[src/rtl/seq_detector_param.sv]
// ----------------------------------------------------------------------------
// seq_detector_param
//
// Parametrised serial bit-sequence detector. Qualified serial bits are shifted
// into a LEN-bit window which is compared against a run-time reloadable
// pattern. A match is reported two ways:
//   - y_mealy : combinational flag in the cycle the final pattern bit is
//               presented.
//   - y       : registered one-cycle pulse on the following cycle.
// Matches are also tallied in a saturating counter. In non-overlapping mode
// the window fill restarts after every match, so the next match needs LEN
// fresh bits.
//
// Parameters:
//   LEN      pattern length in bits (2..16)
//   PATTERN  reset-time pattern, MSB is the first bit received
//   OVERLAP  1: match bits may be reused, 0: detection restarts after a match
//   CNT_W    width of the match counter
//
// Ports:
//   clk        in   single clock, rising edge
//   reset      in   synchronous active-high reset
//   x          in   serial data bit
//   x_valid    in   qualifies x; a bit is consumed only when high
//   pat_load   in   load pat_in as the new pattern (clears history)
//   pat_in     in   [LEN]   pattern value for pat_load
//   y          out  registered match pulse
//   y_mealy    out  combinational match flag for the presented bit
//   match_cnt  out  [CNT_W] saturating match count
//   pattern    out  [LEN]   currently active pattern
// ----------------------------------------------------------------------------
module seq_detector_param #(
   parameter int unsigned          LEN     = 4,
   parameter logic [LEN-1:0]       PATTERN = 4'b1011,
   parameter bit                   OVERLAP = 1'b1,
   parameter int unsigned          CNT_W   = 8
) (
   input  logic             clk,
   input  logic             reset,
   input  logic             x,
   input  logic             x_valid,
   input  logic             pat_load,
   input  logic [LEN-1:0]   pat_in,
   output logic             y,
   output logic             y_mealy,
   output logic [CNT_W-1:0] match_cnt,
   output logic [LEN-1:0]   pattern
);

   // fill must be able to represent 0..LEN inclusive
   localparam int unsigned    FILL_W   = $clog2(LEN + 1);
   localparam logic [FILL_W-1:0] FILL_MAX = FILL_W'(LEN);
   // fill value at which the incoming bit completes a full window
   localparam logic [FILL_W-1:0] FILL_THR = FILL_W'(LEN - 1);
   localparam logic [CNT_W-1:0]  CNT_MAX  = {CNT_W{1'b1}};

   logic [LEN-1:0]    sr_q, sr_d;
   logic [FILL_W-1:0] fill_q, fill_d;
   logic [LEN-1:0]    pat_q, pat_d;
   logic              y_q, y_d;
   logic [CNT_W-1:0]  cnt_q, cnt_d;

   logic [LEN-1:0]    sr_shift;
   logic              window_full;
   logic              match_hit;

   // ------------------------------------------------------------------------
   // Match evaluation on the window as it would look after taking x
   // ------------------------------------------------------------------------
   always_comb begin
      sr_shift    = {sr_q[LEN-2:0], x};
      window_full = (fill_q >= FILL_THR);
      match_hit   = x_valid && window_full && (sr_shift == pat_q);
      // reset and pat_load both discard the bit, so they mask the early flag
      y_mealy     = match_hit && !reset && !pat_load;
   end

   // ------------------------------------------------------------------------
   // Next-state logic (reset is applied in the register process)
   // ------------------------------------------------------------------------
   always_comb begin
      sr_d   = sr_q;
      fill_d = fill_q;
      pat_d  = pat_q;
      y_d    = 1'b0;
      cnt_d  = cnt_q;

      if (pat_load) begin
         pat_d  = pat_in;
         sr_d   = '0;
         fill_d = '0;
      end else if (x_valid) begin
         sr_d   = sr_shift;
         fill_d = (fill_q == FILL_MAX) ? FILL_MAX : fill_q + FILL_W'(1);
         if (match_hit) begin
            y_d = 1'b1;
            if (cnt_q != CNT_MAX) begin
               cnt_d = cnt_q + CNT_W'(1);
            end
            if (!OVERLAP) begin
               fill_d = '0;
            end
         end
      end
   end

   // ------------------------------------------------------------------------
   // State registers
   // ------------------------------------------------------------------------
   always_ff @(posedge clk) begin
      if (reset) begin
         sr_q   <= '0;
         fill_q <= '0;
         pat_q  <= PATTERN;
         y_q    <= 1'b0;
         cnt_q  <= '0;
      end else begin
         sr_q   <= sr_d;
         fill_q <= fill_d;
         pat_q  <= pat_d;
         y_q    <= y_d;
         cnt_q  <= cnt_d;
      end
   end

   assign y         = y_q;
   assign match_cnt = cnt_q;
   assign pattern   = pat_q;

endmodule

[config.mk]
export PLATFORM = sky130hd
export DESIGN_NAME = seq_detector_param
export DESIGN_NICKNAME = d
export VERILOG_FILES = /design/src/rtl/seq_detector_param.sv
export SDC_FILE = /design/constraint.sdc
export NUM_CORES = 1
export LEC_CHECK = 0
export BUFFER_PORTS_ARGS = -buffer_cell sky130_fd_sc_hd__buf_4
export CAP_MARGIN = 5
export CORE_MARGIN = 2
export CORE_UTILIZATION = 25
export CTS_CLUSTER_SIZE = 10
export DETAILED_ROUTE_END_ITERATION = 7
export SYNTH_ARGS = -nofsm -noshare
export SYNTH_HDL_FRONTEND = slang
export SYNTH_SLANG_ARGS = --single-unit
[constraint.sdc]
create_clock -name clk -period 4.8 [get_ports clk]
set_input_delay 1.2 -clock clk [delete_from_list [all_inputs] [get_ports clk]]
set_output_delay 1.2 -clock clk [all_outputs]
set_load 0.03 [all_outputs]
# Word-level counts from Yosys, hierarchy flattened
# Cells that the tools add are included.
# totals
regBits	19
inputBits	9
out_inout_bits	14
# classes
n_lt_le_gt_ge	1
bitwise_logic	2
reduce_logical	9
muxes	2
add_sub_neg	2
eq_ne	3
# ops
operator	n
8-bit by 1-bit adder with 8-bit output (second input constant)	1
8-bit inequality test (second input constant)	1
4-bit == test	1
1-bit logical AND	4
4-bit AND reduction	1
3-bit by 1-bit adder with 3-bit output (second input constant)	1
3-bit == test (second input constant)	1
3-bit by 2-bit greater-or-equal comparator with 1-bit output (second input constant)	1
3-bit 2-to-1 mux	1
3-bit OR reduction	1
1-bit logical NOT	2
1-bit inverter	2
2-bit OR reduction	1
1-bit 2-to-1 mux	1

# Longest topological paths before layout
# Gate-level depths: netlist (run 1).
# logic_depth
ltp_word	5
ltp_mapped	7
depth_no_buf	6

# Worst setup path after synthesis (run 1)
# OpenSTA, ideal clock, no wires.
# synth_timing
path_type	input to output
from	in pat_load
to	out y_mealy
required_ns	3.600
cell_stages	4
arrival_time_ns	2.521
setup_slack_ns	1.079
n_path_buf	2
cell_sequence	buf_2 or2_2 clkbuf_1 nor3_1
# synth_between
elab_chain_cells	2
# synth_lines
item	line	text
start, declared	42	input logic pat_load,
1-bit logical NOT	75	y_mealy = match_hit && !reset && !pat_load;
1-bit logical AND	75	
end, declared	45	output logic y_mealy,
# No other way between the ends.

# Worst setup path in the final report (run 1)
# layout_timing
from	in reset
to	out y_mealy
# layout_between
elab_chain_cells	3
# layout_lines
item	line	text
start, declared	39	input logic reset,
1-bit logical NOT	75	
1-bit logical AND (2 in series)	75	
# No other way between the ends.

==> results.toml, run 1 <==
[grt]
first_global_vias = 786
track_usage = 0.0972
antenna_found_initial = 0
grt_max_degree = 17
grt_overflow_total = 0
grt_pass1_wl_mm = 3.30

[cts]
clk_pin_slew_ps = 70
cts_root_buf = "clkbuf_8"
numCtsBuffers = 3
cts-htree-levels = 1
clock_sink_count = 19
holdBufCountCts = 0
clk_path_buf_depth = 2
cts_setup_buffers = 0
worst_skew_pair.late_latency_ps = 260
cts_tree = "yes"
post_cts_resize_count = 0

[logic_synthesis]
synth_top_area_frac = 0.381
synth_cells = 103
yosysTopAreaCell = "dfxtp_1"
ys.warnings.count = 0
synth_compound_area_frac = 0.137
syn_avg_cell_area_um2 = 9.68
synth.distinct_cells = 30
ys_seq_area_frac = 0.381
synthTopCellsByArea = "dfxtp_1, xnor2_2, mux2i_1"
synth_adder_area_share = 0.0502
ys_seq_elements = 19
synth-simple-area-share = 0.207
syn_nets = 116
synthXorXnorAreaFrac = 0.0652
synth_top_family_by_area = "simple AND/OR/NAND/NOR gates"
synthMuxAreaShare = 0.0828
synth_area_um2 = 997

[min_path]
holdCritPathClass = "reg2reg"

[critical_path]
cpPeakStageDelay_ps = 360
crit_fanout = 15
endpoint_kind = "primary output"
arrival_ps = 2150
worstSetupPathType = "in2out"
path_cells = "buf_4, or2_2, nor3_1, buf_4"
crit_slowest_cell = "or2_2"
setup.worst_path.start_class = "primary input"
crit_top_cell = "buf_4"
cp.required_ps = 3600

[cells_and_area]
fin_util = 0.325
layout_commonest_cell = "buf_4"
stdcell_count = 171
drive_gt1_frac = 0.285
fin_nets = 137
area_growth_pct = 22.1
antenna_cells = 0
final_cell_mix = "buf_4, dfxtp_1, a21oi_1, nor2_1, inv_1"

[pwr]
swShare = 0.243
report.power.total_uw = 312
p_per_area_nw_per_um2 = 256
clockPowerShare = 0.361
p_leak_uw = 0.000485
comb_power_share = 0.111
seq_power_share = 0.528
power_switching_uw = 75.9
irDropWorstVdd_uv = 137
power.internal_uw = 236

[detailed_routing]
firstDrtPassIters = 4
ant_nets = 0
drtIter0Drc = 7
avgRoutedWirePerCell_um = 11.2
vias = 800
routed_wirelength_mm = 1.91
route.detailed.drc = 0
via_per_inst = 4.68

[placement]
portBuffers = 22
globalplace.congestion = 0.774
placed_cells_incl_taps = 167
place_hpwl_mm = 1.47

[die]
start_util = 0.266
ios = 23
die_x_um = 67.2
die_h_um = 67.2
rows = 22
dieArea_um2 = 4510
core_area_um2 = 3740

[run_status]
run_status = "complete, no violations"

[sta]
setup_violations = 0
tightest_slew_ps = 516
period_needed_ps = 3350
final-max-slew-violation-count = 0
hold_viol_final = 0
finalCritPeriodShare = 0.697
fmax_mhz = 299
slew_headroom = 0.656
fin_setup_tns_ps = 0
rsz0062_at_grt = "false"
skew_ps = 3.00

[job]
maxCapViolations = 0
## cells by family after synthesis
family | after synthesis
AND/OR/NAND/NOR | 35
AO/OA/AOI/OAI | 20
flip-flops | 19
buffers and inverters | 13
multiplexers | 8
XOR/XNOR | 4
adder cells (fa/ha/maj) | 4
## path summary, 6_finish.rpt
path	startpoint	end	cells past startpoint	slack (ps)
worst min-delay path	match_cnt[6]	match_cnt[6]	2	510
worst max-delay path	reset	y_mealy	4	1450
worst max register to register	fill_q[0]	match_cnt[5]	6	2930
worst min register to register	match_cnt[6]	match_cnt[6]	2	510
## area by class of cell
| class | count | area (µm²) |
|---|---|---|
| fill | 400 | 2530 |
| multi-input combinational | 71 | 541 |
| sequential | 19 | 380 |
| timing repair buffer | 22 | 165 |
| tap | 48 | 60.1 |
| clock buffer | 4 | 45.0 |
| inverter | 7 | 26.3 |
## sequential cells by signal, indices dropped and copies added, names as in the netlist
| signal | flops |
|---|---|
| fill_q | 3 |
| pattern | 4 |
| sr_q | 3 |
| y | 1 |
| match_cnt | 8 |
## metal layers
| metal | vias to the layer above | wire length, µm | GRT usage |
|---|---|---|---|
| met5 | - | 0 | 0 |
| met4 | 0 | 44 | 0.0536 |
| met3 | 6 | 79 | 0.0250 |
| met2 | 18 | 920 | 0.167 |
| met1 | 372 | 869 | 0.109 |
| li1 | 404 | - | - |
## metrics by stage
stage / setup WS (ps) / hold slack (ps) / instance area, µm²
floorplan: 1080 / 475 / 997
global placement: 1430 / 487 / 1170
detailed placement: 1430 / 491 / 1170
CTS: 1440 / 504 / 1220
global route: 1410 / 547 / 1220
finish: 1450 / 507 / 1220
## power groups by stage
stage / clock network [µW] / registers, µW / logic, µW
2_1_floorplan: 0 / 172 / 21.1
3_3_place_gp: 0 / 168 / 34.3
3_5_place_dp: 0 / 169 / 35.1
4_1_cts: 117 / 165 / 35.2
5_1_grt: 122 / 165 / 38.2
6_report: 113 / 165 / 34.7
## critical path, delay by kind of cell
family	cells	cell delay, ps
buffers and inverters	2	350
AND/OR/NAND/NOR	2	580
## Yosys cell counts
cell type  count
a211o_1        3
a211o_2        1
a21oi_1        8
and4_1         1
buf_2          2
buf_6          2
clkbuf_1       1
clkbuf_8       1
dfxtp_1       19
ha_1           4
inv_1          7
mux2_1         1
mux2_2         1
mux2i_1        6
nand2_1        3
nand2b_1       1
nand3_1        3
nand4_1        1
nand4_4        1
nor2_1         8
nor2b_1        5
nor3_1         3
nor4_1         1
o2111ai_2      1
o21ai_0        3
o31ai_1        4
or2_2          2
or3_1          2
or4_1          4
xnor2_2        4
Power figures use the tool's default switching activity.
==> run 2, diff against run 1 <==
- ABC_AREA: not set -> 1
- clock period: 4.8 -> 3.15 ns (I/O delays scaled with it)
==> run 2 against run 1 <==
Against the previous run: sequential share of layout area decreased by 1.4 points; clock power increased by 54%; area after synthesis increased by 1.9%; via count increased by 18%; non-clock buffer count unchanged; largest cell class unchanged; highest routed layer unchanged.
==> results.toml, run 2 <==
[die]
rows = 23
core_area_um2 = 3940
start_util = 0.258
dieArea_um2 = 4590
die_h_um = 67.8
die_x_um = 67.8
ios = 23

[critical_path]
worstSetupPathType = "in2out"
cp.required_ps = 2360
endpoint_kind = "primary output"
arrival_ps = 1730
setup.worst_path.start_class = "primary input"
crit_fanout = 10

[sta]
period_needed_ps = 2520
finalCritPeriodShare = 0.800
tightest_slew_ps = 371
skew_ps = 4.31
final-max-slew-violation-count = 0
holdWs_ps = 492
slew_headroom = 0.753
fmax_mhz = 397
hold_viol_final = 0
rsz0062_at_grt = "false"
setup_violations = 0
fin_setup_tns_ps = 0

[cells_and_area]
fill_cells = 430
stdcell_count = 215
largest_reg_flops = 8
drive_gt1_frac = 0.218
layout_commonest_cell = "nand2_1"
area_growth_pct = 25.4
fin_util = 0.323
fin_nets = 179
antenna_cells = 0
final_cell_mix = "nand2_1, buf_4, dfxtp_1, inv_1, nor2_1"

[cts]
clk_path_buf_depth = 2
numCtsBuffers = 3
worst_skew_pair.late_latency_ps = 260
cts_setup_buffers = 0
cts_root_buf = "clkbuf_8"
clk_pin_slew_ps = 70
post_cts_resize_count = 0
cts-htree-levels = 1
clock_sink_count = 19
cts_tree = "yes"
holdBufCountCts = 0

[grt]
antenna_found_initial = 0
grt_overflow_total = 0
grt_pass1_wl_mm = 3.91
first_global_vias = 879
grt_max_degree = 11
track_usage = 0.112

[pwr]
p_leak_uw = 0.000588
p_per_area_nw_per_um2 = 380
irDropWorstVdd_uv = 169

[min_path]
holdCritPathClass = "reg2reg"

[run_status]
run_status = "complete, no violations"

[detailed_routing]
routed_wirelength_mm = 2.17
ant_nets = 0
avgRoutedWirePerCell_um = 10.1
route.detailed.drc = 0
drtIter0Drc = 21
via_per_inst = 4.39
firstDrtPassIters = 4
vias = 943

[logic_synthesis]
syn_avg_cell_area_um2 = 7.21
ys_seq_elements = 19
ys_async_sr_fraction = 0
synth_top_area_frac = 0.374
synthTopCellsByCount = "nand2_1, dfxtp_1, inv_1"
synth_edf_count = 0
synth_ff_type = "dfxtp_1"
ys.warnings.count = 0
synth_area_um2 = 1020
yosysMostFrequentCell = "nand2_1"
synth.distinct_cells = 25
ys_seq_area_frac = 0.374
syn_nets = 154
synthTopCellsByArea = "dfxtp_1, nand2_1, inv_1"
synth_cells = 141
yosysTopAreaCell = "dfxtp_1"

[placement]
place_hpwl_mm = 1.68
globalplace.congestion = 0.743
portBuffers = 22
placed_cells_incl_taps = 211

[job]
maxCapViolations = 0
## run 2: cell count changes after synthesis, moves of 6 or more
cell | previous run | this run
inv_1 | 7 | 17
mux2i_1 | 6 | 0
nand2_1 | 3 | 33
nor2_1 | 8 | 14
nand4_1 | 1 | 7
## run 2: worst max-delay path, cell delays in order
cell and delay [ps]:
buf_4 150, inv_4 50, a21oi_2 110, nand2_2 100, nor2_8 150, nand2_1 80, nor2_1 130, buf_4 180
## run 2: per-stage QoR
step	setup WS, ps	total power, µW	area [µm²]
finish	629	485	1270
floorplan	602	296	1020
CTS	618	494	1270
global placement	641	316	1230
global route	463	506	1270
detailed placement	617	316	1230
## run 2: metal layers
metal / track usage / vias up / wire (µm)
met2: 0.169 / 20 / 906
met3: 0.0217 / 5 / 94
met5: 0 / - / 0
met1: 0.150 / 405 / 1120
met4: 0.0612 / 0 / 56
li1: - / 513 / -
## run 2: worst paths after layout
path	start	end	slack [ps]	cells after the start
setup / recovery	x_valid	y_mealy	630	8
hold / removal	pattern[1]	pattern[1]	490	2
setup reg to reg	match_cnt[0]	match_cnt[1]	1570	7
hold reg to reg	pattern[1]	pattern[1]	490	2
## run 2: cell type report
type	count	area [µm²]	share of cell area
multi-input cells	99	538	0.422
flip-flops and latches	19	380	0.299
repair buffers	22	165	0.130
inverters	21	82.6	0.0648
well taps	50	62.6	0.0491
clock buffers	4	45.0	0.0354
## run 2: power breakdown
part | switching, µW | leakage (µW) | internal (µW)
Clock | 84.1 | 0.0000228 | 90.2
Sequential | 5.94 | 0.000155 | 247
Combinational | 36.0 | 0.000410 | 21.5
## run 2: logic make-up (layout without fill, tap and decap cells)
kind of cell | count (synthesis) | in the layout | share of synthesized area
and+or+nand+nor | 65 | 65 | 0.310
AOI/OAI and AO/OA | 28 | 28 | 0.153
buffers and inverters | 23 | 47 | 0.0961
DFF | 19 | 19 | 0.374
adders and majority gates | 4 | 4 | 0.0493
xor gates and xnor gates | 2 | 2 | 0.0172
==> run 3, diff against run 2 <==
- clock period: 3.15 -> 2.55 ns (I/O delays scaled with it)
==> run 3 against run 2 <==
Against the previous run: non-clock buffer count rose by 2; critical path depth up 1; combinational power up 29%; largest power group unchanged; clock power up 24%; utilization increased by 0.41 points; power increased by 24%; sequential cell count unchanged; global-route usage is 0.077 points lower; setup slack got worse by 440 ps; largest cell class unchanged.
==> results.toml, run 3 (synthesis gave the netlist of run 2 again) <==
[run_status]
run_status = "complete, no violations"

[grt]
antenna_found_initial = 0
first_global_vias = 883
grt_overflow_total = 0
grt_max_degree = 12
grt_pass1_wl_mm = 3.79
track_usage = 0.112

[min_path]
holdCritPathClass = "reg2reg"

[detailed_routing]
via_per_inst = 4.48
avgRoutedWirePerCell_um = 10.3
vias = 972
drtIter0Drc = 35
routed_wirelength_mm = 2.24
ant_nets = 0
firstDrtPassIters = 4
route.detailed.drc = 0

[sta]
rsz0062_at_grt = "false"
final-max-slew-violation-count = 0
finalCritPeriodShare = 0.926
period_needed_ps = 2360
hold_viol_final = 0
setup_violations = 0
tightest_slew_ps = 362
fin_setup_tns_ps = 0
setup_ws_ps = 189
slew_headroom = 0.759
fmax_mhz = 424
skew_ps = 3.50
holdWs_ps = 490

[die]
die_h_um = 67.8
core_area_um2 = 3940
ios = 23
rows = 23
dieArea_um2 = 4590
start_util = 0.258
die_x_um = 67.8

[critical_path]
r2r-end = "match_cnt[0]"
arrival_ps = 1720
path_delay_family = "simple AND/OR/NAND/NOR gates"
crit_fanout = 8
cp.required_ps = 1910
path_cells = "ha_1, ha_1, nor2_1, nand2_1, nand2_2, nor2_8, nand2_1, nor2_1, buf_4"
crit_slowest_cell = "dfxtp_1"
r2r-start = "match_cnt[0]"
setup.worst_path.start_class = "flop"
worstSetupPathType = "reg2out"
r2r_setup_slack_ps = 920
worst-r2r-cell-count = 7
cp_num_buf_inv = 1
critPathLaunch = "fill_q[0]"
endpoint = "y_mealy"
cpPeakStageDelay_ps = 410
endpoint_kind = "primary output"
cp_num_cells = 9

[cts]
worst_skew_pair.late_latency_ps = 260
clk_path_buf_depth = 2
numCtsBuffers = 3
cts_tree = "yes"
post_cts_resize_count = 0
cts_root_buf = "clkbuf_8"
cts_setup_buffers = 0
clk_pin_slew_ps = 70
cts-htree-levels = 1
holdBufCountCts = 0
clock_sink_count = 19

[placement]
post-place-ws_ps = 355
globalplace.congestion = 0.752
portBuffers = 22
place_hpwl_mm = 1.74

[pwr]
irDropWorstVdd_uv = 213
p_per_area_nw_per_um2 = 467
p_leak_uw = 0.000601
report.power.total_uw = 602

[cells_and_area]
layout_commonest_cell = "nand2_1"
final_cell_mix = "nand2_1, buf_4, dfxtp_1, inv_1, nor2_1"
fin_util = 0.327
largest_reg_flops = 8
fin_nets = 181
area_growth_pct = 27.0
antenna_cells = 0
drive_gt1_frac = 0.234

[job]
maxCapViolations = 0
run 3: changes by cell type in the layout (fill, tap and decap cells not counted):
cell,delta
clkbuf_1,-1
buf_4,+2
clkinv_2,+1
run 3: metrics by stage:
stage | instance area (µm²) | std cells
after floorplan | 1020 | 141
after global placement | 1240 | 213
after detailed placement | 1240 | 213
after CTS | 1290 | 217
after global routing | 1290 | 217
final | 1290 | 217
run 3: report_power, final:
group / internal [µW] / total (µW) / switching, µW
logic: 29.4 / 74.1 / 44.7
registers: 305 / 312 / 7.46
clock network: 109 / 215 / 106
run 3: how the worst min path moves through the flow:
stage,from,to,slack [ps],cells after the start
after CTS,sr_q[0],sr_q[1],490,2
after floorplan,sr_q[0],sr_q[1],460,2
after global routing,pattern[0],pattern[0],530,2
after global placement,sr_q[0],sr_q[1],470,2
final,sr_q[0],sr_q[1],490,2
after detailed placement,sr_q[0],sr_q[1],480,2
run 3: final cells by class:
| type | count | area (µm²) |
|---|---|---|
| flip-flops and latches | 19 | 380 |
| fillers | 426 | 2650 |
| repair buffers | 24 | 180 |
| well taps | 50 | 62.6 |
| inverters | 21 | 82.6 |
| clock inverters | 1 | 5.00 |
| clock buffers | 3 | 41.3 |
| multi-input cells | 99 | 538 |
run 3: routing by layer:
| layer | track usage | vias to the layer above | wire, µm |
|---|---|---|---|
| met5 | 0 | - | 0 |
| met4 | 0.0536 | 0 | 51 |
| met3 | 0.0267 | 5 | 111 |
| met2 | 0.168 | 20 | 963 |
| met1 | 0.149 | 431 | 1110 |
| li1 | - | 516 | - |
run 3: tightest hold or removal path: cells and delay by family (launching register included):
kind | cells | cell delay (ps)
DFF | 1 | 320
buffers and inverters | 1 | 70
AOI/OAI and AO/OA | 1 | 60
